--- config.mk ---
export PLATFORM = sky130hd
export DESIGN_NAME = hex2ascii_tx
export DESIGN_NICKNAME = d
export VERILOG_FILES = /design/src/rtl/hex2ascii_pkg.sv /design/src/rtl/hex2ascii_tx_nib2ascii.sv /design/src/rtl/hex2ascii_tx.sv
export SDC_FILE = /design/constraint.sdc
export NUM_CORES = 1
export LEC_CHECK = 0
export ABC_AREA = 1
export CORE_MARGIN = 2
export CORE_UTILIZATION = 40
export CTS_BUF_LIST = sky130_fd_sc_hd__clkbuf_4
export CTS_CLUSTER_SIZE = 30
export DETAILED_ROUTE_END_ITERATION = 6
export SLEW_MARGIN = 20
export SYNTH_ARGS = -nofsm -noshare
export SYNTH_HDL_FRONTEND = slang
export SYNTH_SLANG_ARGS = --single-unit
export TNS_END_PERCENT = 1
--- constraint.sdc ---
create_clock -name clk -period 2.1 [get_ports clk]
set_input_delay 0.315 -clock clk [delete_from_list [all_inputs] [get_ports clk]]
set_output_delay 0.315 -clock clk [all_outputs]
set_load 0.02 [all_outputs]
--- src/rtl/hex2ascii_pkg.sv ---
// hex2ascii_pkg: shared types and constants for the hex-to-ASCII serializer.
//   state_t    - serializer FSM states
//   ASCII_*    - fixed characters emitted by the block
//   OFS_*      - offsets added to nibbles 10..15 for upper/lower case letters
package hex2ascii_pkg;

  typedef enum logic [1:0] {
    StIdle = 2'd0,
    StDig  = 2'd1,
    StCr   = 2'd2,
    StLf   = 2'd3
  } state_t;

  localparam logic [7:0] ASCII_0   = 8'h30;
  localparam logic [7:0] ASCII_CR  = 8'h0D;
  localparam logic [7:0] ASCII_LF  = 8'h0A;
  localparam logic [7:0] OFS_UPPER = 8'h37;
  localparam logic [7:0] OFS_LOWER = 8'h57;

endpackage

--- src/rtl/hex2ascii_tx_nib2ascii.sv ---
// nib2ascii: combinational nibble-to-ASCII-hex-digit converter.
//   i_nib   - 4-bit value to convert
//   i_upper - 1 selects 'A'-'F' for 10..15, 0 selects 'a'-'f'
//   o_char  - ASCII character
module nib2ascii
  import hex2ascii_pkg::*;
(
  input  logic [3:0] i_nib,
  input  logic       i_upper,
  output logic [7:0] o_char
);

  logic [7:0] w_ext;

  assign w_ext = {4'b0000, i_nib};

  always_comb begin
    if (i_nib < 4'd10) begin
      o_char = ASCII_0 + w_ext;
    end else begin
      o_char = (i_upper ? OFS_UPPER : OFS_LOWER) + w_ext;
    end
  end

endmodule

--- src/rtl/hex2ascii_tx.sv ---
// hex2ascii_tx: prints a 16-bit word as four ASCII hex characters, MS nibble
// first, optionally followed by CR/LF. Valid/ready on both sides.
//   clk, rst            - clock, asynchronous active-low reset
//   i_in_valid/i_in_data/o_in_ready    - word input handshake
//   o_out_valid/o_out_data/i_out_ready - character output handshake
//   o_busy              - high whenever a word is in flight
module hex2ascii_tx
  import hex2ascii_pkg::*;
#(
  parameter bit UPPER   = 1'b1,
  parameter bit TERM_EN = 1'b1
) (
  input  logic        clk,
  input  logic        rst,
  input  logic        i_in_valid,
  input  logic [15:0] i_in_data,
  output logic        o_in_ready,
  output logic        o_out_valid,
  output logic [7:0]  o_out_data,
  input  logic        i_out_ready,
  output logic        o_busy
);

  state_t      r_state, w_state_d;
  logic [1:0]  r_idx, w_idx_d;
  logic [15:0] r_shadow, w_shadow_d;
  logic        r_out_valid, w_out_valid_d;
  logic [7:0]  r_out_data, w_out_data_d;

  logic        w_xfer;
  logic [1:0]  w_idx_next;
  logic [3:0]  w_nib;
  logic [7:0]  w_char;

  assign w_xfer     = r_out_valid & i_out_ready;
  assign w_idx_next = r_idx + 2'd1;

  // In IDLE the first character comes straight from the incoming word, since
  // the shadow register is only loaded on the same edge; afterwards the
  // converter looks one digit ahead of the one currently on the output.
  always_comb begin
    w_nib = i_in_data[15:12];
    if (r_state != StIdle) begin
      unique case (w_idx_next)
        2'd0: w_nib = r_shadow[15:12];
        2'd1: w_nib = r_shadow[11:8];
        2'd2: w_nib = r_shadow[7:4];
        2'd3: w_nib = r_shadow[3:0];
        default: w_nib = r_shadow[15:12];
      endcase
    end
  end

  nib2ascii u_nib2ascii (
    .i_nib  (w_nib),
    .i_upper(UPPER),
    .o_char (w_char)
  );

  always_comb begin
    w_state_d     = r_state;
    w_idx_d       = r_idx;
    w_shadow_d    = r_shadow;
    w_out_valid_d = r_out_valid;
    w_out_data_d  = r_out_data;
    unique case (r_state)
      StIdle: begin
        if (i_in_valid) begin
          w_shadow_d    = i_in_data;
          w_idx_d       = 2'd0;
          w_state_d     = StDig;
          w_out_data_d  = w_char;
          w_out_valid_d = 1'b1;
        end
      end
      StDig: begin
        if (w_xfer) begin
          if (r_idx != 2'd3) begin
            w_idx_d      = w_idx_next;
            w_out_data_d = w_char;
          end else if (TERM_EN) begin
            w_state_d    = StCr;
            w_out_data_d = ASCII_CR;
          end else begin
            w_state_d     = StIdle;
            w_out_valid_d = 1'b0;
          end
        end
      end
      StCr: begin
        if (w_xfer) begin
          w_state_d    = StLf;
          w_out_data_d = ASCII_LF;
        end
      end
      StLf: begin
        if (w_xfer) begin
          w_state_d     = StIdle;
          w_out_valid_d = 1'b0;
        end
      end
      default: begin
        w_state_d     = StIdle;
        w_out_valid_d = 1'b0;
      end
    endcase
  end

  always_ff @(posedge clk or negedge rst) begin
    if (!rst) begin
      r_state     <= StIdle;
      r_idx       <= 2'd0;
      r_shadow    <= 16'h0000;
      r_out_valid <= 1'b0;
      r_out_data  <= 8'h00;
    end else begin
      r_state     <= w_state_d;
      r_idx       <= w_idx_d;
      r_shadow    <= w_shadow_d;
      r_out_valid <= w_out_valid_d;
      r_out_data  <= w_out_data_d;
    end
  end

  assign o_in_ready  = (r_state == StIdle);
  assign o_busy      = (r_state != StIdle);
  assign o_out_valid = r_out_valid;
  assign o_out_data  = r_out_data;

endmodule

* After elaboration in Yosys (flattened, before gate mapping)
Cells that the tools add are included.
** Storage, ports and cells
- Register bits after elaboration :: 29
- Output and inout port bits :: 11
- Word-level logic and storage cells :: 55
** Cells by class
- $add $sub $neg :: 3
- Eq/ne operators :: 13
- Order comparisons :: 1
- Reduce and logical (&&, ||, !) cells :: 11
- Bitwise gates (word level) :: 1
- Mux-type cells :: 21
** Operators with widths (count)
- two-way mux 8 bit :: 5
- one-hot mux 8 bit (3 select lines) :: 1
- two-way mux 2 bit :: 8
- one-hot mux 4 bit (4 select lines) :: 1
- adder 6 x 4 -> 7 bit (first input constant) :: 2
- != test 2 bit (second input constant) :: 7
- == test 2 bit (second input constant) :: 4
- one-hot mux 2 bit (4 select lines) :: 1
- AND reduction 4 bit :: 2
- nonzero test 2 bit :: 3
- AND reduction 5 bit :: 1
- == test 2 x 1 -> 1 bit (second input constant) :: 2
- zero test 2 bit :: 2
- < comparator 4 bit (second input constant) :: 1
- two-way mux 4 bit :: 1
- one-hot mux 2 bit (2 select lines) :: 1
- AND reduction 3 bit :: 1
- nonzero test 3 bit :: 1
- adder 2 x 1 -> 2 bit (second input constant) :: 1
- two-way mux 1 bit :: 2
- one-hot mux 1 bit (2 select lines) :: 1
- AND reduction 2 bit :: 1
- AND 1 bit :: 1

* Logic depth before layout (Yosys ltp)
- Depth after elaboration :: 9
- Mapped depth :: 15
- Gate-level depth less buffers :: 15

* Cells and area by module
Synthesis repeated with hierarchy kept, for this count alone.
** Unflattened totals
- Cell total of the unflattened synthesis :: 210
- Area total of the unflattened synthesis :: 1756.7 sq um
** By module, submodules not included
- hex2ascii_tx :: area an instance 1612.8 sq um, cells an instance 180, instances 1, sequential area each 725.7 sq um
- nib2ascii :: area an instance 143.9 sq um, cells an instance 30, instances 1, sequential area each 0.0 sq um

* Least setup slack after synthesis
Ideal clock, no wire load.
- Path kind :: reg-to-reg
- From :: register r_state[0]
- To :: register r_out_data[2] (netlist: o_out_data[2])
- Period minus slack after synthesis :: 1.939 ns
- Stages on the path, launching flop included :: 14
- Arrival time :: 1.822 ns
- Library setup time :: 0.116 ns
- Data required time :: 1.984 ns
- Slack :: 0.161 ns
- Path through :: dfrtp_1 inv_1 ha_1 buf_6 inv_6 o21ai_0 ha_1 inv_1 nand2_1 nand2_1 nand3_1 nand3_1 nand2_1 nand2_1
** RTL lines
- start, declared :: RTL line hex2ascii_tx.sv:24 : state_t r_state, w_state_d;
- start signal, assigned :: RTL line hex2ascii_tx.sv:111 : r_state <= StIdle;
- start signal, assigned :: RTL line hex2ascii_tx.sv:117 : r_state <= w_state_d;
- zero test 2 bit (*)
- named net o_in_ready :: RTL line hex2ascii_tx.sv:17 : output logic o_in_ready,
- != test 2 bit (no source line) / nonzero test 3 bit (equally long branches)
- AND reduction 4 bit (no source line)
- end signal, assigned :: RTL line hex2ascii_tx.sv:121 : r_out_data <= w_out_data_d;
- end, declared :: RTL line hex2ascii_tx.sv:28 : logic [7:0] r_out_data, w_out_data_d;
Mark *: on every way through the listed nets, which the timed path passes. The rest lies on a longest branch. The select of a mux whose other input is x is not followed.
A chain may end at the register's enable or synchronous reset.

* Worst setup path in the final report
- From :: register r_idx[1]
- To :: register r_out_data[2] (netlist: o_out_data[2])
** Between the ends
- Cells in the longest elaborated chain, start to end :: 9
** Ends and longest elaborated chain
- start, declared :: RTL line hex2ascii_tx.sv:25 : logic [1:0] r_idx, w_idx_d;
- start signal, assigned :: RTL line hex2ascii_tx.sv:118 : r_idx <= w_idx_d;
- adder 2 x 1 -> 2 bit :: RTL line hex2ascii_tx.sv:36 : assign w_idx_next = r_idx + 2'd1;
- == test 2 bit (tied with other cells) :: RTL line hex2ascii_tx.sv:44 : unique case (w_idx_next)
- one-hot mux 4 bit (4 select lines) :: RTL line hex2ascii_tx.sv:44
- two-way mux 4 bit :: RTL line hex2ascii_tx.sv:43 : if (r_state != StIdle) begin
- adder 6 x 4 -> 7 bit (tied with other cells) :: RTL line hex2ascii_tx_nib2ascii.sv:21 : o_char = (i_upper ? OFS_UPPER : OFS_LOWER) + w_ext;
- two-way mux 8 bit :: RTL line hex2ascii_tx_nib2ascii.sv:18 : if (i_nib < 4'd10) begin
- two-way mux 8 bit :: RTL line hex2ascii_tx.sv:78 : if (r_idx != 2'd3) begin
- two-way mux 8 bit :: RTL line hex2ascii_tx.sv:77 : if (w_xfer) begin
- one-hot mux 8 bit (3 select lines) (*) :: RTL line hex2ascii_tx.sv:66 : unique case (r_state)
Mark *: on every way between the ends. The rest lies on a longest branch, timed or not. The select of a mux whose other input is x is not followed.

==> impl_results.md <==
* #FFs+latches synth at 28
* Antenna violations before repair at 0
* Data required, critical path at 2.33 ns
* Wire length after detailed routing at 3350 µm
* Fillers at 374
* Worst skew pair latency at 0.33 ns
* Number of routed nets with antenna violations at 0
* Final Critical Period at 1.93 ns
* Total number of nets in the final design at 249
* Worst reg2reg path startpoint: r_idx[1]
* Crit share post-route at 91.7%
* Clock transition at the registers of the reported paths at 0.16 ns
* VDD IR max at 215 µV
* Synthesis-to-finish area growth at 24.1%
* Number of standard cells in the layout, taps in and fillers out at 268
* Remaining global-route overflow at 0
* Number of search-and-repair iterations in the first detailed-routing pass at 4
* Min-delay worst type: in2async
* Highest cell delay on the worst timing path at 0.45 ns
* Vias at 1306
* Worst Path Max Fanout at 8
* Area of combinational cells with multiple inputs at 821 µm²
* Synth unique cells at 26
* Flip-flop and latch area at 701 µm²
* Most repeated library cell on the critical path: sky130_fd_sc_hd__nand2_1
* Crit Path Category: reg2reg
* Arrival time at the worst endpoint at 2.16 ns
* Mapped Avg Cell Area at 8.74 µm²
* Area of the placeable core at 0.00394 mm²
* DRC violation count after routing at 0
* Sequence of cells on the critical path: ha_1 -> inv_2 -> nand2_1 -> nor2_1 -> nor2_1 -> nor2_2 -> ha_2 -> inv_1 -> nand2_1 -> nand2_1 -> nand3_1 -> nand3_1 -> nand2_1 -> nand2_1
* Fraction of the yosys area taken by sequential cells at 43.3%
* Starting density of the core at 41.0%
* # Max-Cap Violations at 0
* Flip-flop cell with the highest count after synthesis: sky130_fd_sc_hd__dfrtp_1
* Global placement routability congestion at 0.801
* Setup repair after global routing missed its margin: yes
* Clock H-tree levels at 1
* Clock root cell: sky130_fd_sc_hd__clkbuf_4
* Die area at 0.00457 mm²
* Number of enable-type register cells in the synthesized netlist at 0
* Final max-slew violation count at 0
* Length in cells of the worst reg-to-reg path at 14
* Pin count of the biggest net entering global routing at 29
* Vertical extent of the die at 67.6 µm
* Count of routing violations after the opening detailed-route iteration at 64
* Number of warnings issued by yosys at 0
* Worst reg2reg path endpoint: o_out_data[2]
* Fraction of final layout cells with drive strength greater than 1 at 17.0%
* Launching element type of the critical path: flop
* Antenna cell count at 0
* Count of input and output buffers at 29
* Top-Level Pins at 31
* Number of nets in the synthesized netlist at 215
* Highest clock rate at 0.519 GHz
* Estimated wirelength of the detail-placed design at 2660 µm
* CTS max path bufs at 2
* Clock tree from TritonCTS: yes
* TritonCTS buffer count at 3
* Global-route wire length before repair at 5850 µm
* Leakage dissipation at 1.07 nW
* Crit-path slowest cell: sky130_fd_sc_hd__dfrtp_1
* Worst setup skew after layout at 0.0121 ns
* Overall Power at 0.820 mW
* Cell Area, Synth at 0.00162 mm²
* Run status: complete, no violations
* Number of endpoints failing setup at the final stage at 0
* Yosys top cell by area: sky130_fd_sc_hd__dfrtp_1
* Final core utilization at 50.9%
* Placement row count at 23
* Tot GR Track Use at 17.0%
* Routed len/inst at 12.5 µm
* Most instantiated library cell after synthesis: sky130_fd_sc_hd__nand2_1
* Vias per inst at 4.87
* Vias in the first global route at 1315
* Leading post-synthesis cells by cell area: sky130_fd_sc_hd__dfrtp_1 43%, sky130_fd_sc_hd__nand2_1 12%, sky130_fd_sc_hd__mux2_2 10%
* Die outline width at 67.6 µm
* Placed cell count at 263
* Area share of the largest cell type after synthesis at 43.3%
* Crit end category: flop
* Hold violation count in the final report at 0
* Post-synth top cells: 50 x sky130_fd_sc_hd__nand2_1, 28 x sky130_fd_sc_hd__dfrtp_1, 19 x sky130_fd_sc_hd__inv_1
* Num Clock Sinks at 28
* Total power density per cell area at 408 mW/mm²
* Fraction of registers with async set or reset after synthesis at 100%
* Gate Count Post-Synth at 185
* Setup slack of the most critical reg-to-reg path at 0.17 ns
[state kept, by name, summed over array words and instances (netlist names)]
signal,count
o_out_data,7
o_out_valid,1
r_shadow,16
r_idx,2
r_state,2
[timing repair]
action	CTS	global route
pin swaps	0	1
buffers inserted	0	1
hold buffers	0	0
hold endpoints to repair	0	0
gates cloned	0	0
setup endpoints to repair	2	1
resized for setup	3	3
[layout by cell type, fill, tap and decap left out, drive strengths merged]
cell type      synthesis  final
buf                    3      3
a22o                   1      1
nand3                  9      9
clkbuf                 0      3
a31oi                  1      1
o211ai                 1      1
a32o                   1      1
dlygate4sd2            0      2
dfrtp                 28     28
nand2                 56     56
clkinv                 0      1
o21ai                 10     10
clkdlybuf4s50          0     27
mux2                  15     15
a21oi                  7      7
or2                    1      1
nand4                  2      2
conb                   1      1
inv                   22     22
ha                    10     10
nor2                  17     17
[power by group]
part | internal [mW] | switching (mW)
clock | 0.0697 | 0.160
sequential | 0.539 | 0
combinational | 0.0321 | 0.0182
[worst max-delay path, delay by kind of cell, from the launching register on]
kind	cells	cell delay, ns
buffers and inverters	2	0.18
and+or+nand+nor	10	0.73
adders and majority gates	2	0.47
DFF	1	0.45
[logic make-up after synthesis]
kind of cell             Yosys count  share of synthesized area, %
multiplexers                      15                          10.4
other                              1                         0.232
flip-flops                        28                          43.3
AO/OA/AOI/OAI                     21                          7.27
AND/OR/NAND/NOR                   85                          24.1
adder cells (fa/ha/maj)           10                          7.73
buffers and inverters             25                          6.88
[final cells by class]
class | count | share of cell area [%]
flip-flops and latches | 28 | 34.9
multi-input cells | 132 | 40.9
well taps | 50 | 3.12
clock buffers | 3 | 1.12
clock inverters | 1 | 0.187
inverters | 22 | 4.36
repair buffers | 32 | 15.5
[worst max path at each step]
stage | from | endpoint | slack (ns) | depth (start not counted)
finish | r_idx[1] | o_out_data[2] | 0.17 | 14
global route | r_idx[0] | o_out_data[6] | -0.008 | 13
CTS | r_state[0] | o_out_data[2] | 0.11 | 12
detailed placement | r_state[0] | o_out_data[2] | 0.06 | 12
global placement | r_state[0] | o_out_data[2] | 0.17 | 12
floorplan | r_state[0] | o_out_data[2] | 0.16 | 13
[metrics by stage]
stage | hold slack (ns) | worst slack, ns | TNS (ns) | instance area (µm²)
3_3_place_gp | 0.469 | 0.171 | 0 | 1960
6_report | 0.337 | 0.174 | 0 | 2010
5_1_grt | 0.357 | -0.00816 | -0.0162 | 2010
3_5_place_dp | 0.474 | 0.0552 | 0 | 1960
2_1_floorplan | 0.0194 | 0.161 | 0 | 1620
4_1_cts | 0.337 | 0.114 | 0 | 1990
[routing by layer]
metal	share of wire, %	GRT usage [%]	vias up
li1	-	-	656
met5	0	0	-
met3	4.0	2.50	2
met2	54	31.3	26
met4	0.81	5.36	0
met1	41	20.2	622
Note: power is estimated with default switching activity, not from simulation.
